## config.mk

```make
export PLATFORM = sky130hd
export DESIGN_NAME = mmio_responder_flat
export DESIGN_NICKNAME = d
export VERILOG_FILES = /design/src/rtl/mmio_responder_if.sv /design/src/rtl/mmio_responder.sv /design/src/flat_wrapper.sv
export SDC_FILE = /design/constraint.sdc
export NUM_CORES = 2
export LEC_CHECK = 0
export ABC_CLOCK_PERIOD_IN_PS = 3050
export BUFFER_PORTS_ARGS = -buffer_cell sky130_fd_sc_hd__buf_2
export CORE_MARGIN = 2
export CORE_UTILIZATION = 54
export CTS_BUF_LIST = sky130_fd_sc_hd__clkbuf_4
export CTS_CLUSTER_SIZE = 16
export DETAILED_ROUTE_END_ITERATION = 16
export PLACE_DENSITY_LB_ADDON = 0.05
export SLEW_MARGIN = 25
export SYNTH_ARGS = -nofsm -noshare
export SYNTH_HDL_FRONTEND = slang
export SYNTH_SLANG_ARGS = --single-unit
```

## constraint.sdc

```tcl
create_clock -name clk_50MHz -period 3.05 [get_ports clk_50MHz]
set_input_delay 0.61 -clock clk_50MHz [delete_from_list [all_inputs] [get_ports clk_50MHz]]
set_output_delay 0.61 -clock clk_50MHz [all_outputs]
set_load 0.01 [all_outputs]
```

## src/rtl/mmio_responder_if.sv

```systemverilog
// Processor memory-port bundle: ADDR/DOUT/W toward the responder, DIN back.
interface mmio_responder_if;
    logic [7:0]  address;
    logic [15:0] data;
    logic        wren;
    logic [15:0] q;

    modport master (output address, output data, output wren, input q);
    modport slave  (input address, input data, input wren, output q);
endinterface

```

## src/rtl/mmio_responder.sv

```systemverilog
// Memory-mapped responder for the processor data port: data RAM, LED register,
// synchronized switches and a prescaled 16-bit down-counting timer.
// Optional seven-segment HEX register at 0xB0 is built only when the macro
// MMIO_HEX_DISPLAY_EN is defined; otherwise the HEX outputs are blank.
module mmio_responder #(
    parameter int PRESCALE  = 50000,
    parameter int RAM_WORDS = 128
) (
    input  logic             clk_50MHz,
    input  logic             reset_n,
    mmio_responder_if.slave  bus,
    input  logic [9:0]       SW,
    output logic [15:0]      LEDR,
    output logic             tmr_expired,
    output logic [6:0]       HEX0,
    output logic [6:0]       HEX1,
    output logic [6:0]       HEX2,
    output logic [6:0]       HEX3
);
    localparam int             PW        = (PRESCALE > 1) ? $clog2(PRESCALE) : 1;
    localparam logic [PW-1:0]  PRESC_MAX = PW'(PRESCALE - 1);
    localparam logic [8:0]     RAM_LIMIT = 9'(RAM_WORDS);

    logic [15:0]   r_ram [RAM_WORDS];
    logic [15:0]   r_q;
    logic [15:0]   r_led;
    logic [9:0]    r_sw_s1;
    logic [9:0]    r_sw_s2;
    logic          r_en;
    logic          r_reload;
    logic [15:0]   r_load;
    logic [15:0]   r_count;
    logic          r_expired;
    logic [PW-1:0] r_presc;

    logic          w_ram_sel;
    logic          w_wr_ram;
    logic          w_wr_led;
    logic          w_wr_ctrl;
    logic          w_wr_load;
    logic          w_wr_status;
    logic          w_tick;
    logic          w_set_exp;
    logic          w_clr_exp;
    logic [15:0]   w_rdata;

    assign w_ram_sel   = ({1'b0, bus.address} < RAM_LIMIT);
    assign w_wr_ram    = bus.wren && w_ram_sel;
    assign w_wr_led    = bus.wren && (bus.address == 8'h80);
    assign w_wr_ctrl   = bus.wren && (bus.address == 8'hA0);
    assign w_wr_load   = bus.wren && (bus.address == 8'hA1);
    assign w_wr_status = bus.wren && (bus.address == 8'hA3);

    // A tick fires on the cycle the prescaler wraps back to zero.
    assign w_tick    = r_en && (r_presc == PRESC_MAX);
    // A LOAD write overrides any coincident tick, so it also suppresses expiry.
    assign w_set_exp = w_tick && !w_wr_load && (r_count == 16'd1);
    assign w_clr_exp = w_wr_status && bus.data[0];

    assign bus.q       = r_q;
    assign LEDR        = r_led;
    assign tmr_expired = r_expired;

`ifdef MMIO_HEX_DISPLAY_EN
    logic [15:0] r_hex;
    logic        w_wr_hex;

    assign w_wr_hex = bus.wren && (bus.address == 8'hB0);

    // Hex nibble to active-low segments, bit order gfedcba.
    function automatic logic [6:0] seg7(input logic [3:0] nib);
        case (nib)
            4'h0: seg7 = 7'h40;
            4'h1: seg7 = 7'h79;
            4'h2: seg7 = 7'h24;
            4'h3: seg7 = 7'h30;
            4'h4: seg7 = 7'h19;
            4'h5: seg7 = 7'h12;
            4'h6: seg7 = 7'h02;
            4'h7: seg7 = 7'h78;
            4'h8: seg7 = 7'h00;
            4'h9: seg7 = 7'h10;
            4'hA: seg7 = 7'h08;
            4'hB: seg7 = 7'h03;
            4'hC: seg7 = 7'h46;
            4'hD: seg7 = 7'h21;
            4'hE: seg7 = 7'h06;
            default: seg7 = 7'h0E;
        endcase
    endfunction

    // HEX display register, written like any other R/W register.
    always_ff @(posedge clk_50MHz or negedge reset_n) begin
        if (!reset_n) begin
            r_hex <= '0;
        end else if (w_wr_hex) begin
            r_hex <= bus.data;
        end
    end

    assign HEX0 = seg7(r_hex[3:0]);
    assign HEX1 = seg7(r_hex[7:4]);
    assign HEX2 = seg7(r_hex[11:8]);
    assign HEX3 = seg7(r_hex[15:12]);
`else
    assign HEX0 = 7'h7F;
    assign HEX1 = 7'h7F;
    assign HEX2 = 7'h7F;
    assign HEX3 = 7'h7F;
`endif

    // Read mux: selects the addressed word from current (pre-edge) state.
    always_comb begin
        w_rdata = '0;
        if (w_ram_sel) begin
            w_rdata = r_ram[bus.address[6:0]];
        end else begin
            case (bus.address)
                8'h80:   w_rdata = r_led;
                8'h90:   w_rdata = {6'b0, r_sw_s2};
                8'hA0:   w_rdata = {14'b0, r_reload, r_en};
                8'hA1:   w_rdata = r_load;
                8'hA2:   w_rdata = r_count;
                8'hA3:   w_rdata = {15'b0, r_expired};
`ifdef MMIO_HEX_DISPLAY_EN
                8'hB0:   w_rdata = r_hex;
`endif
                default: w_rdata = '0;
            endcase
        end
    end

    // Data RAM: no reset, write-first is avoided so reads see the old word.
    always_ff @(posedge clk_50MHz) begin
        if (w_wr_ram) begin
            r_ram[bus.address[6:0]] <= bus.data;
        end
    end

    // Registered read data, LED register and two-flop switch synchronizer.
    always_ff @(posedge clk_50MHz or negedge reset_n) begin
        if (!reset_n) begin
            r_q     <= '0;
            r_led   <= '0;
            r_sw_s1 <= '0;
            r_sw_s2 <= '0;
        end else begin
            r_q     <= w_rdata;
            r_sw_s1 <= SW;
            r_sw_s2 <= r_sw_s1;
            if (w_wr_led) begin
                r_led <= bus.data;
            end
        end
    end

    // Timer control, prescaler, down-counter and sticky expired flag.
    always_ff @(posedge clk_50MHz or negedge reset_n) begin
        if (!reset_n) begin
            r_en      <= 1'b0;
            r_reload  <= 1'b0;
            r_load    <= '0;
            r_count   <= '0;
            r_expired <= 1'b0;
            r_presc   <= '0;
        end else begin
            if (w_wr_ctrl) begin
                r_en     <= bus.data[0];
                r_reload <= bus.data[1];
            end
            if (w_wr_load) begin
                r_load  <= bus.data;
                r_count <= bus.data;
                r_presc <= '0;
            end else begin
                if (!r_en || w_tick) begin
                    r_presc <= '0;
                end else begin
                    r_presc <= r_presc + 1'b1;
                end
                if (w_tick) begin
                    if (r_count > 16'd1) begin
                        r_count <= r_count - 16'd1;
                    end else if (r_count == 16'd1) begin
                        r_count <= 16'd0;
                    end else if (r_reload) begin
                        r_count <= r_load;
                    end
                end
            end
            // Set has priority over a coincident write-1-to-clear.
            if (w_set_exp) begin
                r_expired <= 1'b1;
            end else if (w_clr_exp) begin
                r_expired <= 1'b0;
            end
        end
    end
endmodule
```

## src/flat_wrapper.sv

```systemverilog
// flat-port wrapper written by rule: the top's interface ports become plain ports
module mmio_responder_flat 
#(
    parameter int PRESCALE  = 50000,
    parameter int RAM_WORDS = 128
)
  (clk_50MHz, reset_n, SW, LEDR, tmr_expired, HEX0, HEX1, HEX2, HEX3, bus_address, bus_data, bus_wren, bus_q);
  mmio_responder_if bus_i ();
  input  logic clk_50MHz;
  input  logic reset_n;
  input  logic [9:0] SW;
  output logic [15:0] LEDR;
  output logic tmr_expired;
  output logic [6:0] HEX0;
  output logic [6:0] HEX1;
  output logic [6:0] HEX2;
  output logic [6:0] HEX3;
  input wire logic [$bits(bus_i.address)-1:0] bus_address;
  input wire logic [$bits(bus_i.data)-1:0] bus_data;
  input wire logic [$bits(bus_i.wren)-1:0] bus_wren;
  output wire logic [$bits(bus_i.q)-1:0] bus_q;
  assign bus_i.address = bus_address;
  assign bus_i.data = bus_data;
  assign bus_i.wren = bus_wren;
  assign bus_q = bus_i.q;
  mmio_responder #(.PRESCALE(PRESCALE), .RAM_WORDS(RAM_WORDS)) u_core (.clk_50MHz(clk_50MHz), .reset_n(reset_n), .bus(bus_i), .SW(SW), .LEDR(LEDR), .tmr_expired(tmr_expired), .HEX0(HEX0), .HEX1(HEX1), .HEX2(HEX2), .HEX3(HEX3));
endmodule
```

==> impl_metrics.json <==
{
  "placed_cell_area_sq_um": 94600,
  "drc_errors": 0,
  "synth_top_area_share": 0.724,
  "grt.total_usage": 0.327,
  "area_growth_syn_to_layout_pct": 20.2,
  "antenna_left": 0,
  "min_path_type": "input pin to flop",
  "synth_xor_area_frac": 0.00134,
  "drt_iter0_drc": 6914,
  "ys.flop_type": "edfxtp_1",
  "dp_cells": 7235,
  "path_class": "flop to flop",
  "cts-root-buf": "clkbuf_4",
  "first_pass_iters": 9,
  "cts_buffers": 579,
  "fin_crit_sh": 0.968,
  "num_rows": 145,
  "synth_seq_cells": 2151,
  "end_kind": "flop",
  "synth.most_common_cell": "edfxtp_1",
  "hold_viol": 0,
  "cap_violations": 0,
  "cp_max_fo": 1,
  "fin_nets": 5845,
  "switchingPower_mw": 14.2,
  "max_slew_margin": 0.201,
  "synthMuxAreaShare": 0.102,
  "dp_hpwl_um": 167000,
  "crit_chain": "mux4_2 -> o22a_1 -> o41ai_1 -> a41oi_1 -> buf_4 -> a211o_1",
  "p_int_mw": 47.2,
  "syn-mean-instance-area_sq_um": 18.1,
  "yosysWarnings": 0,
  "clkTransAtPathRegs_ns": 0.07,
  "power_switching_share": 0.232,
  "synth_cell_type_count": 79,
  "crit_end": "u_core.bus.q[10]",
  "leakage_nw": 35.2,
  "post-route-min-period_ns": 2.95,
  "initial_core_util": 0.544,
  "cp.arrival_ns": 4.19,
  "worst_ep_required_time_ns": 4.29,
  "antenna_found_initial": 12,
  "final_cells": 8246,
  "tightest_slew_ns": 1.18,
  "timing.rr.start": "u_core.r_ram[35][10]",
  "p_seq_frac": 0.530,
  "die_w_um": 401,
  "status": "completed",
  "cts_tree": "done",
  "numPortBuffers": 69,
  "viasPerCell": 6.30,
  "power_per_cell_area_nw_per_um2": 602,
  "synthesis.area_sq_um": 84900,
  "report.final.slew_viol_count": 0,
  "netlist_top_cells_area": "edfxtp_1 72%, mux4_2 6.8%, dfrtp_1 3.0%, mux2i_1 2.0%, o2bb2ai_1 1.7%",
  "synthAdderAreaFrac": 0.000442,
  "grt_pass1_vias": 51500,
  "p_total_mw": 61.4,
  "drt_wl_total_um": 262000,
  "async_flop_share": 0.0479,
  "postLayoutCoreUtil": 0.653,
  "ios": 98,
  "die_height_um": 401,
  "synth_edf_count": 2048,
  "clk_path_buf_depth": 4,
  "routabilityCongestion": 0.929,
  "skew_ns": 0.0730,
  "rsz0062_at_grt": "no",
  "cts-htree-levels": 6,
  "drive_gt1_frac": 0.350,
  "yosys-top-cells-count": "2048 x edfxtp_1, 282 x nor2_1, 256 x mux4_2",
  "yosys.area_share.simple": 0.0437,
  "grt_pass1_wl_um": 372000,
  "crit_start": "u_core.r_ram[35][10]",
  "critPathMaxStageDelay_ns": 1.03,
  "netlist_instances": 4683,
  "die-area_sq_um": 160000,
  "timing.fmax_mhz": 339,
  "startpoint_type": "flop",
  "ff_latch_area_sq_um": 64100,
  "ir_drop_v": 0.000431,
  "r2r_cells": 6,
  "core_sq_um": 156000,
  "pwr-share-comb": 0.065,
  "clock_power_share": 0.405,
  "insertion_delay_ns": 1.35,
  "slowest_stage": "o41ai_1",
  "clock-sinks": 2151,
  "nFillCells": 11200,
  "routed-via-count": 52000,
  "overflow": 0,
  "drt-wirelength-per-cell_um": 31.7,
  "synth-compound-area-share": 0.0765,
  "synth_top_family_by_area": "multiplexers",
  "grt_max_degree": 131,
  "multiInputGateArea_sq_um": 19400,
  "ys_seq_area_frac": 0.755,
  "r2r-end": "u_core.bus.q[10]",
  "setup_viol": 0,
  "final_area_sq_um": 102000,
  "synth_largest_area_cell": "edfxtp_1",
  "reg2reg_slack_ns": 0.1
}
repair_timing:
item | CTS | global route
endpoints found under the hold margin | 1759 | 0
hold buffers | 47 | 0
setup endpoints to repair | 0 | 0
buffers inserted | 0 | 0
resized for setup | 0 | 0
flip-flops by register name, indices dropped and copies added (netlist names), 10 cells and up:
name and count:
u_core.r_ram 2048, u_core.LEDR 16, u_core.bus.q 16, u_core.r_count 16, u_core.r_load 16, u_core.r_presc 16
u_core.r_sw_s1 10, u_core.r_sw_s2 10
through the flow:
stage / worst slack [ns] / setup TNS [ns] / hold WS (ns)
floorplan: -0.182 / -205.23 / 0.314
finish: 0.0983 / 0 / 0.184
detailed placement: -0.890 / -15.88 / 0.335
global route: 0.173 / 0 / 0.143
global placement: -0.878 / -14.06 / 0.334
CTS: 0.260 / 0 / 0.0627
layout by cell type (no fill, tap or decap), drive strengths merged, types with 14 or more instances in the layout:
cell | synthesis | layout
and3b | 59 | 59
o41ai | 24 | 24
dfrtp | 103 | 103
nor2 | 283 | 283
conb | 1 | 28
a222oi | 52 | 52
inv | 7 | 17
o22a | 48 | 48
a22o | 16 | 16
a31o | 42 | 42
nor4 | 14 | 14
mux4 | 256 | 256
o22ai | 116 | 116
a21oi | 216 | 216
nand3b | 55 | 55
diode | 0 | 14
a41oi | 26 | 26
buf | 218 | 825
o2bb2ai | 169 | 169
mux2i | 167 | 167
clkinv | 0 | 93
edfxtp | 2048 | 2048
a22oi | 55 | 55
nand2 | 98 | 98
clkbuf | 139 | 837
mux2 | 111 | 111
dlygate4sd3 | 0 | 46
nand3 | 122 | 122
o21ai | 80 | 80
area by class of cell:
class	instances	area share
diodes	14	0.000343
clock inverters	113	0.00671
repair buffers	871	0.0881
multi-input cells	2195	0.190
flip-flops and latches	2151	0.628
clock buffers	837	0.0616
well taps	2058	0.0252
inverters	7	0.000307
layer usage:
metal  vias to the layer above  wire length, um  GRT usage
met4                         4            10200      0.139
met1                     26600           103000      0.464
met3                       495            27200     0.0746
li1                      21800                -          -
met2                      3095           121000      0.492
met5                         -               21          0
worst min-delay path by stage:
stage                      startpoint                   end  slack, ns  depth (start not counted)
floorplan                     reset_n        u_core.LEDR[0]       0.31                          0
global placement    u_core.r_sw_s1[6]     u_core.r_sw_s2[6]       0.33                          0
detailed placement  u_core.r_sw_s1[0]     u_core.r_sw_s2[0]       0.33                          0
CTS                    bus_address[5]      u_core.bus.q[11]       0.06                          6
global route             bus_data[15]  u_core.r_ram[42][15]       0.14                          2
finish                 bus_address[6]      u_core.bus.q[11]       0.18                          5
power by group through the flow:
| stage | registers, mW | logic (mW) | clock network (mW) |
|---|---|---|---|
| after floorplan | 33.1 | 1.61 | 0 |
| after global placement | 33.2 | 3.90 | 0 |
| final | 32.5 | 4.02 | 24.9 |
| after CTS | 32.5 | 3.98 | 25.3 |
| after global routing | 32.5 | 4.16 | 26.9 |
| after detailed placement | 33.2 | 3.92 | 0 |
critical path: cells and delay by family, from the launching register on:
kind	cells	cell delay, ns
buffers and inverters	1	0.21
flip-flops	1	0.39
AO/OA/AOI/OAI	4	1.73
multiplexers	1	0.50
cells by family (layout without fill, tap and decap cells):
group	Yosys count	in the layout
flops	2151	2151
compound gates	903	903
simple gates	714	714
mux	534	534
buf+inv	364	1828
xor+xnor	13	13
fa+ha+maj	3	3
other cells	1	42
No activity file was read; power rests on OpenSTA's default activity.
